### src/rtl/subcarrier_demapper_if.sv
// AXI-stream style bundle used on both sides of the subcarrier demapper.
// The input side ignores tuser; the output side carries the subcarrier index in it.
interface subcarrier_demapper_if #(
    parameter int DATA_W = 64,
    parameter int USER_W = 10
);
    logic [DATA_W-1:0] tdata;
    logic              tvalid;
    logic              tready;
    logic              tlast;
    logic [USER_W-1:0] tuser;

    // A beat transfers on a rising clock edge where tvalid and tready are both high;
    // the master holds tdata/tlast/tuser stable while tvalid is high and tready is low.
    modport master (output tdata, tvalid, tlast, tuser, input tready);
    modport slave  (input tdata, tvalid, tlast, output tready);
endinterface

### src/rtl/subcarrier_demapper.sv
// OFDM subcarrier demapper: tracks the bin index of each FFT symbol, keeps two configurable
// bands, rescales I/Q with saturation and reports sync errors and statistics.
module subcarrier_demapper #(
    parameter int LOG2_NFFT = 10,
    parameter int IN_W      = 32,
    parameter int OUT_W     = 16,
    parameter int SHIFT_W   = 5
) (
    input  logic                 s00_axis_aclk,
    input  logic                 s00_axis_areset,
    subcarrier_demapper_if.slave  s00_axis,
    subcarrier_demapper_if.master m00_axis,
    input  logic [LOG2_NFFT-1:0] cfg_lo_start,
    input  logic [LOG2_NFFT-1:0] cfg_lo_end,
    input  logic [LOG2_NFFT-1:0] cfg_hi_start,
    input  logic [LOG2_NFFT-1:0] cfg_hi_end,
    input  logic [SHIFT_W-1:0]   cfg_shift,
    input  logic                 stat_clear,
    output logic [31:0]          stat_sym_count,
    output logic                 stat_sync_err,
    output logic                 stat_sat
);
    localparam logic [LOG2_NFFT-1:0] IDX_LAST = '1;
    localparam logic signed [IN_W-1:0] SAT_MAX = {{(IN_W-OUT_W+1){1'b0}}, {(OUT_W-1){1'b1}}};
    localparam logic signed [IN_W-1:0] SAT_MIN = {{(IN_W-OUT_W+1){1'b1}}, {(OUT_W-1){1'b0}}};

    // Returns {clipped, value}; a shift at or beyond IN_W leaves only the sign fill.
    function automatic logic [OUT_W:0] scale(input logic [IN_W-1:0] x, input logic [SHIFT_W-1:0] sh);
        logic signed [IN_W-1:0] y;
        y = $signed(x) >>> sh;
        if (y > SAT_MAX)      scale = {1'b1, SAT_MAX[OUT_W-1:0]};
        else if (y < SAT_MIN) scale = {1'b1, SAT_MIN[OUT_W-1:0]};
        else                  scale = {1'b0, y[OUT_W-1:0]};
    endfunction

    logic [LOG2_NFFT-1:0] r_idx;
    logic [LOG2_NFFT-1:0] r_sh_lo_s, r_sh_lo_e, r_sh_hi_s, r_sh_hi_e;
    logic [SHIFT_W-1:0]   r_sh_shift;
    logic                 r_valid, r_last;
    logic [OUT_W-1:0]     r_i, r_q;
    logic [LOG2_NFFT-1:0] r_user;
    logic [31:0]          r_sym_cnt;
    logic                 r_sync_err, r_sat;

    logic                 w_acc, w_first, w_at_last, w_keep, w_clip;
    logic [LOG2_NFFT-1:0] w_lo_s, w_lo_e, w_hi_s, w_hi_e;
    logic [SHIFT_W-1:0]   w_shift;
    logic [OUT_W:0]       w_si, w_sq;

    assign s00_axis.tready = ~r_valid | m00_axis.tready;
    assign w_acc     = s00_axis.tvalid & s00_axis.tready;
    assign w_first   = (r_idx == '0);
    assign w_at_last = (r_idx == IDX_LAST);

    // The first bin of a symbol is judged with the live config, later bins with the snapshot.
    assign w_lo_s  = w_first ? cfg_lo_start : r_sh_lo_s;
    assign w_lo_e  = w_first ? cfg_lo_end   : r_sh_lo_e;
    assign w_hi_s  = w_first ? cfg_hi_start : r_sh_hi_s;
    assign w_hi_e  = w_first ? cfg_hi_end   : r_sh_hi_e;
    assign w_shift = w_first ? cfg_shift    : r_sh_shift;

    assign w_keep = ((w_lo_s <= r_idx) && (r_idx <= w_lo_e)) ||
                    ((w_hi_s <= r_idx) && (r_idx <= w_hi_e));
    assign w_si   = scale(s00_axis.tdata[IN_W-1:0], w_shift);
    assign w_sq   = scale(s00_axis.tdata[2*IN_W-1:IN_W], w_shift);
    assign w_clip = w_si[OUT_W] | w_sq[OUT_W];

    always_ff @(posedge s00_axis_aclk) begin
        if (s00_axis_areset) begin
            r_idx      <= '0;
            r_sh_lo_s  <= LOG2_NFFT'(1);
            r_sh_lo_e  <= LOG2_NFFT'(400);
            r_sh_hi_s  <= LOG2_NFFT'(623);
            r_sh_hi_e  <= LOG2_NFFT'(1022);
            r_sh_shift <= '0;
            r_valid    <= 1'b0;
            r_last     <= 1'b0;
            r_i        <= '0;
            r_q        <= '0;
            r_user     <= '0;
            r_sym_cnt  <= '0;
            r_sync_err <= 1'b0;
            r_sat      <= 1'b0;
        end else begin
            if (w_acc) begin
                r_idx <= (s00_axis.tlast || w_at_last) ? '0 : r_idx + 1'b1;
                if (w_first) begin
                    r_sh_lo_s  <= cfg_lo_start;
                    r_sh_lo_e  <= cfg_lo_end;
                    r_sh_hi_s  <= cfg_hi_start;
                    r_sh_hi_e  <= cfg_hi_end;
                    r_sh_shift <= cfg_shift;
                end
            end

            if (w_acc && w_keep) begin
                r_valid <= 1'b1;
                r_i     <= w_si[OUT_W-1:0];
                r_q     <= w_sq[OUT_W-1:0];
                r_last  <= (r_idx == w_hi_e);
                r_user  <= r_idx;
            end else if (m00_axis.tready) begin
                r_valid <= 1'b0;
            end

            // A clear in the same cycle as an event discards the event.
            if (stat_clear) begin
                r_sym_cnt  <= '0;
                r_sync_err <= 1'b0;
                r_sat      <= 1'b0;
            end else if (w_acc) begin
                if (w_at_last || s00_axis.tlast) r_sym_cnt <= r_sym_cnt + 32'd1;
                if (s00_axis.tlast != w_at_last) r_sync_err <= 1'b1;
                if (w_keep && w_clip)            r_sat <= 1'b1;
            end
        end
    end

    assign m00_axis.tvalid = r_valid;
    assign m00_axis.tdata  = {r_q, r_i};
    assign m00_axis.tlast  = r_last;
    assign m00_axis.tuser  = r_user;
    assign stat_sym_count  = r_sym_cnt;
    assign stat_sync_err   = r_sync_err;
    assign stat_sat        = r_sat;
endmodule

### src/flat_wrapper.sv
// flat-port wrapper written by rule: the top's interface ports become plain ports
module subcarrier_demapper_flat 
#(
    parameter int LOG2_NFFT = 10,
    parameter int IN_W      = 32,
    parameter int OUT_W     = 16,
    parameter int SHIFT_W   = 5
)
  (s00_axis_aclk, s00_axis_areset, cfg_lo_start, cfg_lo_end, cfg_hi_start, cfg_hi_end, cfg_shift, stat_clear, stat_sym_count, stat_sync_err, stat_sat, s00_axis_tdata, s00_axis_tvalid, s00_axis_tlast, s00_axis_tready, m00_axis_tdata, m00_axis_tvalid, m00_axis_tlast, m00_axis_tuser, m00_axis_tready);
  subcarrier_demapper_if #(.DATA_W(2*IN_W), .USER_W(LOG2_NFFT)) s00_axis_i ();
  subcarrier_demapper_if #(.DATA_W(2*OUT_W), .USER_W(LOG2_NFFT)) m00_axis_i ();
  input  logic s00_axis_aclk;
  input  logic s00_axis_areset;
  input  logic [LOG2_NFFT-1:0] cfg_lo_start;
  input  logic [LOG2_NFFT-1:0] cfg_lo_end;
  input  logic [LOG2_NFFT-1:0] cfg_hi_start;
  input  logic [LOG2_NFFT-1:0] cfg_hi_end;
  input  logic [SHIFT_W-1:0] cfg_shift;
  input  logic stat_clear;
  output logic [31:0] stat_sym_count;
  output logic stat_sync_err;
  output logic stat_sat;
  input wire logic [$bits(s00_axis_i.tdata)-1:0] s00_axis_tdata;
  input wire logic [$bits(s00_axis_i.tvalid)-1:0] s00_axis_tvalid;
  input wire logic [$bits(s00_axis_i.tlast)-1:0] s00_axis_tlast;
  output wire logic [$bits(s00_axis_i.tready)-1:0] s00_axis_tready;
  output wire logic [$bits(m00_axis_i.tdata)-1:0] m00_axis_tdata;
  output wire logic [$bits(m00_axis_i.tvalid)-1:0] m00_axis_tvalid;
  output wire logic [$bits(m00_axis_i.tlast)-1:0] m00_axis_tlast;
  output wire logic [$bits(m00_axis_i.tuser)-1:0] m00_axis_tuser;
  input wire logic [$bits(m00_axis_i.tready)-1:0] m00_axis_tready;
  assign s00_axis_i.tdata = s00_axis_tdata;
  assign s00_axis_i.tvalid = s00_axis_tvalid;
  assign s00_axis_i.tlast = s00_axis_tlast;
  assign s00_axis_tready = s00_axis_i.tready;
  assign m00_axis_tdata = m00_axis_i.tdata;
  assign m00_axis_tvalid = m00_axis_i.tvalid;
  assign m00_axis_tlast = m00_axis_i.tlast;
  assign m00_axis_tuser = m00_axis_i.tuser;
  assign m00_axis_i.tready = m00_axis_tready;
  subcarrier_demapper #(.LOG2_NFFT(LOG2_NFFT), .IN_W(IN_W), .OUT_W(OUT_W), .SHIFT_W(SHIFT_W)) u_core (.s00_axis_aclk(s00_axis_aclk), .s00_axis_areset(s00_axis_areset), .s00_axis(s00_axis_i), .m00_axis(m00_axis_i), .cfg_lo_start(cfg_lo_start), .cfg_lo_end(cfg_lo_end), .cfg_hi_start(cfg_hi_start), .cfg_hi_end(cfg_hi_end), .cfg_shift(cfg_shift), .stat_clear(stat_clear), .stat_sym_count(stat_sym_count), .stat_sync_err(stat_sync_err), .stat_sat(stat_sat));
endmodule
### config.mk
export PLATFORM = sky130hd
export DESIGN_NAME = subcarrier_demapper_flat
export DESIGN_NICKNAME = d
export VERILOG_FILES = /design/src/rtl/subcarrier_demapper_if.sv /design/src/rtl/subcarrier_demapper.sv /design/src/flat_wrapper.sv
export SDC_FILE = /design/constraint.sdc
export NUM_CORES = 1
export LEC_CHECK = 0
export CAP_MARGIN = 20
export CORE_ASPECT_RATIO = 0.9
export CORE_MARGIN = 2
export CORE_UTILIZATION = 54
export CTS_CLUSTER_DIAMETER = 50
export DETAILED_ROUTE_END_ITERATION = 12
export PLACE_DENSITY = 0.78
export SLEW_MARGIN = 20
export SYNTH_ARGS = -nofsm -noshare
export SYNTH_HDL_FRONTEND = slang
export SYNTH_SLANG_ARGS = --single-unit
### constraint.sdc
create_clock -name s00_axis_aclk -period 17.37 [get_ports s00_axis_aclk]
set_clock_uncertainty 0.2 [all_clocks]
set_input_delay 4.3425 -clock s00_axis_aclk [delete_from_list [all_inputs] [get_ports s00_axis_aclk]]
set_output_delay 4.3425 -clock s00_axis_aclk [all_outputs]
set_load 0.02 [all_outputs]
======== Yosys cells after proc, flatten, opt, wreduce, memory -nomap -nowiden ========
Cells that the tools add are included.
word-level totals
  input bits .............................. 115
  logic and storage cells ................. 57
  output and inout port bits .............. 79
  flip-flop bits (word level) ............. 133
operators by class
  shifts and indexed selects .............. 2
  magnitude comparators ................... 8
  bitwise logic cells ..................... 4
  mux-type cells .......................... 12
  add/subtract/negate cells ............... 2
  equal/unequal tests ..................... 3
  reductions and logical operators ........ 12
operators with widths
  cell                   count
  $mux 17                4
  $gt 32x16->1 const B   2
  $lt 32x16->1 const B   2
  $sshr 32x5->32         2
  $mux 10                5
  $le 10x10->1           4
  $add 32x1->32 const B  1
  $add 10x1->10 const B  1
  $eq 10x10->1           1
  $eq 10x10->1 const B   1
  $logic_not 10->1       1
  $reduce_and 2->1       3
  $mux 5                 1
  $logic_and 1x1->1      4
  $logic_or 1x1->1       2
  $mux 1                 2
  $or 1x1->1             2
  $reduce_bool 2->1      1
  $reduce_or 2->1        1
  $and 1x1->1            1
  $ne 1x1->1             1
  $not 1->1              1

======== Logic depth before layout (Yosys ltp) ========
  depth in word-level cells ............... 9
  mapped depth ............................ 23
  depth with buffers taken out ............ 17

======== Worst setup path before layout ========
No wires, ideal clock.
  kind .................................... input port to output port
  start point ............................. input m00_axis_tready
  end point ............................... output s00_axis_tready
  data arrival time ....................... 4585 ps
  path slack .............................. 8242 ps
  data required time ...................... 12827 ps
  buffers on the path ..................... 0
  stages .................................. 1
  cells stage by stage .................... nand2b_1
between the ends
  longest elaborated chain between the ends .. 1
ends and longest elaborated chain
  item                line                       text
  start: declaration  flat_wrapper.sv:31         input wire logic [$bits(m00_axis_i.tready)-1:0] m00_axis_tready;
  $or 1x1->1          subcarrier_demapper.sv:50  assign s00_axis.tready = ~r_valid | m00_axis.tready;
  end: declaration    flat_wrapper.sv:26         output wire logic [$bits(s00_axis_i.tready)-1:0] s00_axis_tready;
Every way passes these cells.

======== Final worst setup path ========
Same ends and word-level chain as after synthesis.

==> impl_results.md <==
* DR vias at 12700
* Final Hold Viols at 0
* Tmin final at 10.11 ns
* Synth Instances at 1552
* Clock Pin Slew Worst Setup and Hold Paths at 0.06 ns
* Count leader, synth: nand2_1
* Syn_nets at 1711
* Worst r2r src: u_core.r_idx[0]$_SDFFE_PP0P_
* GR Util All Layers at 35.0%
* Post-Layout Inst Area at 14200 um2
* Synth cell count leaders: 218 x nand2_1, 180 x nor2_1, 133 x dfxtp_1, 112 x mux2i_1, 95 x clkbuf_1
* Inserted Clock Buffers at 17
* Crit Path Max Fanout at 4
* Main synth FF type: dfxtp_1
* Crit start category: input pin
* Post-Route WL at 40300 um
* Yosys top cell by area: dfxtp_1
* GP Congestion at 0.996
* Setup TNS at 0 ns
* Hold EP: u_core.r_sh_hi_e[5]$_SDFFE_PP1P_
* Full die area at 22700 um2
* Buffers on Ports at 193
* Status: finished, final reports clean
* CTS tree: built
* #FFs+latches synth at 133
* Crit path kind: input pin to output port
* Clock Path Buffers at 2
* Leakage at 5.65 nW
* Reg2reg end: u_core.r_i[5]$_SDFFE_PP0P_
* Final setup viols at 0
* CTS H-tree lvls at 4
* Initial antenna violation count at 0
* Power per cell area at 91.6 nW/um2
* CP peak stage delay at 0.62 ns
* Global-route wire length before repair at 63300 um
* Hold Path Class: flop to flop
* Flip-flop and latch area at 2660 um2
* Most frequent cell on the critical path: clkdlybuf4s50_1
* Netlist cell types at 81
* Worst-Margin Slew at 1.07 ns
* # diodes at 0
* Net count, final at 1809
* Final antenna-violating net count at 0
* Critical Path End Type: output port
* Reg2Reg Setup Slack at 11.43 ns
* Post-synth ARST share at 0%
* Yosys warning total at 0
* Number of synthesized flops with an enable pin at 0
* Final Max Tran Viols at 0
* Post-DP HPWL at 28700 um
* Worst hold stages at 1
* FMAX at 98.9 MHz
* Clk root buf: clkbuf_16
* Top Ports at 194
* Post-CTS setup buffer count at 0
* Footprint of the multi-input gates at 8370 um2
* Post-Place Cell Area at 13600 um2
* Fillers at 1800
* Max-slew headroom at 28.4%
* Max-cap violations at 0
* Tcrit/Tclk final at 58.2%
* Post_cts resized at 0
* Latest clock arrival within the worst-skew pair at 0.42 ns
* Cell row count at 50
* CTS Sinks at 133
* Core outline area at 21000 um2
* Syn avg cell area at 7.49 um2
* Largest net degree at the start of global routing at 86
* WHS at 0.265 ns
* 1st-iter DRT viols at 1473
* CP max stage cell: clkdlybuf4s50_1
* Layout cells sized above 1 at 6.49%
* RSZ-0062 raised after global routing: false
* Mapped Area at 11600 um2
* Drt drc at 0
* VDD IR max at 0.0723 mV
* Vias per cell at 6.51
* Worst path cell trace: clkdlybuf4s50_1 -> nand2b_1 -> clkdlybuf4s50_1
* Main area contributors after synthesis: dfxtp_1 23%, mux2i_1 9.6%, nand2_1 7.0%
* Die Y at 143 um
* Vias in the first global route at 11800
* Signal arrival time at the worst endpoint at 5.57 ns
* Wire per inst at 20.7 um
* Hold Crit Start: u_core.r_sh_hi_e[5]$_SDFFE_PP1P_
* Drt first pass iters at 6
* Area grow syn2layout at 22.2%
* Top cell type's share of synthesized area at 22.9%
* R2R cell count at 13
* Die span in x at 159 um
* Hold Buf Count CTS at 0
* GRT overflow at 0
* Post-synthesis sequential area ratio at 22.9%
* Starting density of the core at 55.5%
* Worst EP required at 12.83 ns
registers in the layout, summed over array words and instances, names as in the netlist:
| signal | cells |
|---|---|
| u_core.r_q | 16 |
| u_core.stat_sync_err | 1 |
| u_core.m00_axis.tlast | 1 |
| u_core.stat_sat | 1 |
| u_core.r_idx | 10 |
| u_core.r_sh_shift | 5 |
| u_core.m00_axis.tuser | 10 |
| u_core.stat_sym_count | 32 |
| u_core.m00_axis.tvalid | 1 |
| u_core.r_sh_hi_s | 10 |
| u_core.r_i | 16 |
| u_core.r_sh_lo_e | 10 |
| u_core.r_sh_lo_s | 10 |
| u_core.r_sh_hi_e | 10 |
worst max path at each step:
stage / startpoint / to
after global routing: m00_axis_tready / s00_axis_tready
after CTS: m00_axis_tready / s00_axis_tready
after detailed placement: m00_axis_tready / s00_axis_tready
final: m00_axis_tready / s00_axis_tready
after global placement: m00_axis_tready / s00_axis_tready
after floorplan: m00_axis_tready / s00_axis_tready
logic make-up after synthesis:
logic type / Yosys count / synth area share (%)
buf+inv: 162 / 5.75
flops: 133 / 22.9
simple gates: 682 / 28.1
compound gates: 359 / 23.2
fa+ha+maj: 44 / 4.74
xor+xnor: 37 / 2.79
mux: 135 / 12.5
critical path: cells and delay by family:
family	cells	cell delay, ns
buffers and inverters	2	1.07
and+or+nand+nor	1	0.15
where the power goes:
| part | total [W] | switching [W] | internal (W) |
|---|---|---|---|
| Sequential | 0.000348 | 0.0000166 | 0.000332 |
| Combinational | 0.000578 | 0.000353 | 0.000225 |
| Clock | 0.000374 | 0.000154 | 0.000220 |
final cells by class:
type / count / share of cell area [%]
Clock buffer: 18 / 3.09
Multi-Input combinational cell: 1257 / 59.0
Inverter: 24 / 0.634
Sequential cell: 133 / 18.7
Clock inverter: 14 / 1.15
Tap cell: 286 / 2.52
Timing Repair Buffer: 217 / 14.9
per-stage QoR:
| stage | cells | setup slack, ns | util [%] | power, W |
|---|---|---|---|---|
| 2_1_floorplan | 1552 | 8.24 | - | 0.000735 |
| 3_3_place_gp | 1916 | 7.26 | 64.8 | 0.000910 |
| 3_5_place_dp | 1916 | 7.27 | 64.8 | 0.000916 |
| 4_1_cts | 1948 | 7.26 | 67.7 | 0.00129 |
| 5_1_grt | 1949 | 7.22 | 67.8 | 0.00136 |
| 6_report | 1949 | 7.26 | 67.8 | 0.00130 |
cell usage in the layout (no fill, tap or decap), drive strengths merged, types with 10 or more instances in the layout:
cell           count
and3              29
and4              10
o21ai             33
nor4              30
buf               26
a211o             26
nand4             29
nand2            219
nand2b            36
clkbuf            18
a21o              13
a32oi             25
nand3             42
nor2b             30
mux2              15
mux2i            114
o211ai            20
a21oi             51
nor3              36
xor2              23
nor2             182
xnor2             14
a31oi             10
inv               31
clkdlybuf4s50    191
a211oi            85
ha                44
dfxtp            133
routing by layer:
layer	part of all wire (%)	wire (um)	vias to the layer above	GRT usage, %
met2	44	17900	661	54.9
met5	0	0	-	0
met1	43	17200	5963	46.3
li1	-	-	5941	-
met3	8.4	3370	130	6.53
met4	4.6	1870	0	16.5
Power figures use the tool's default switching activity.
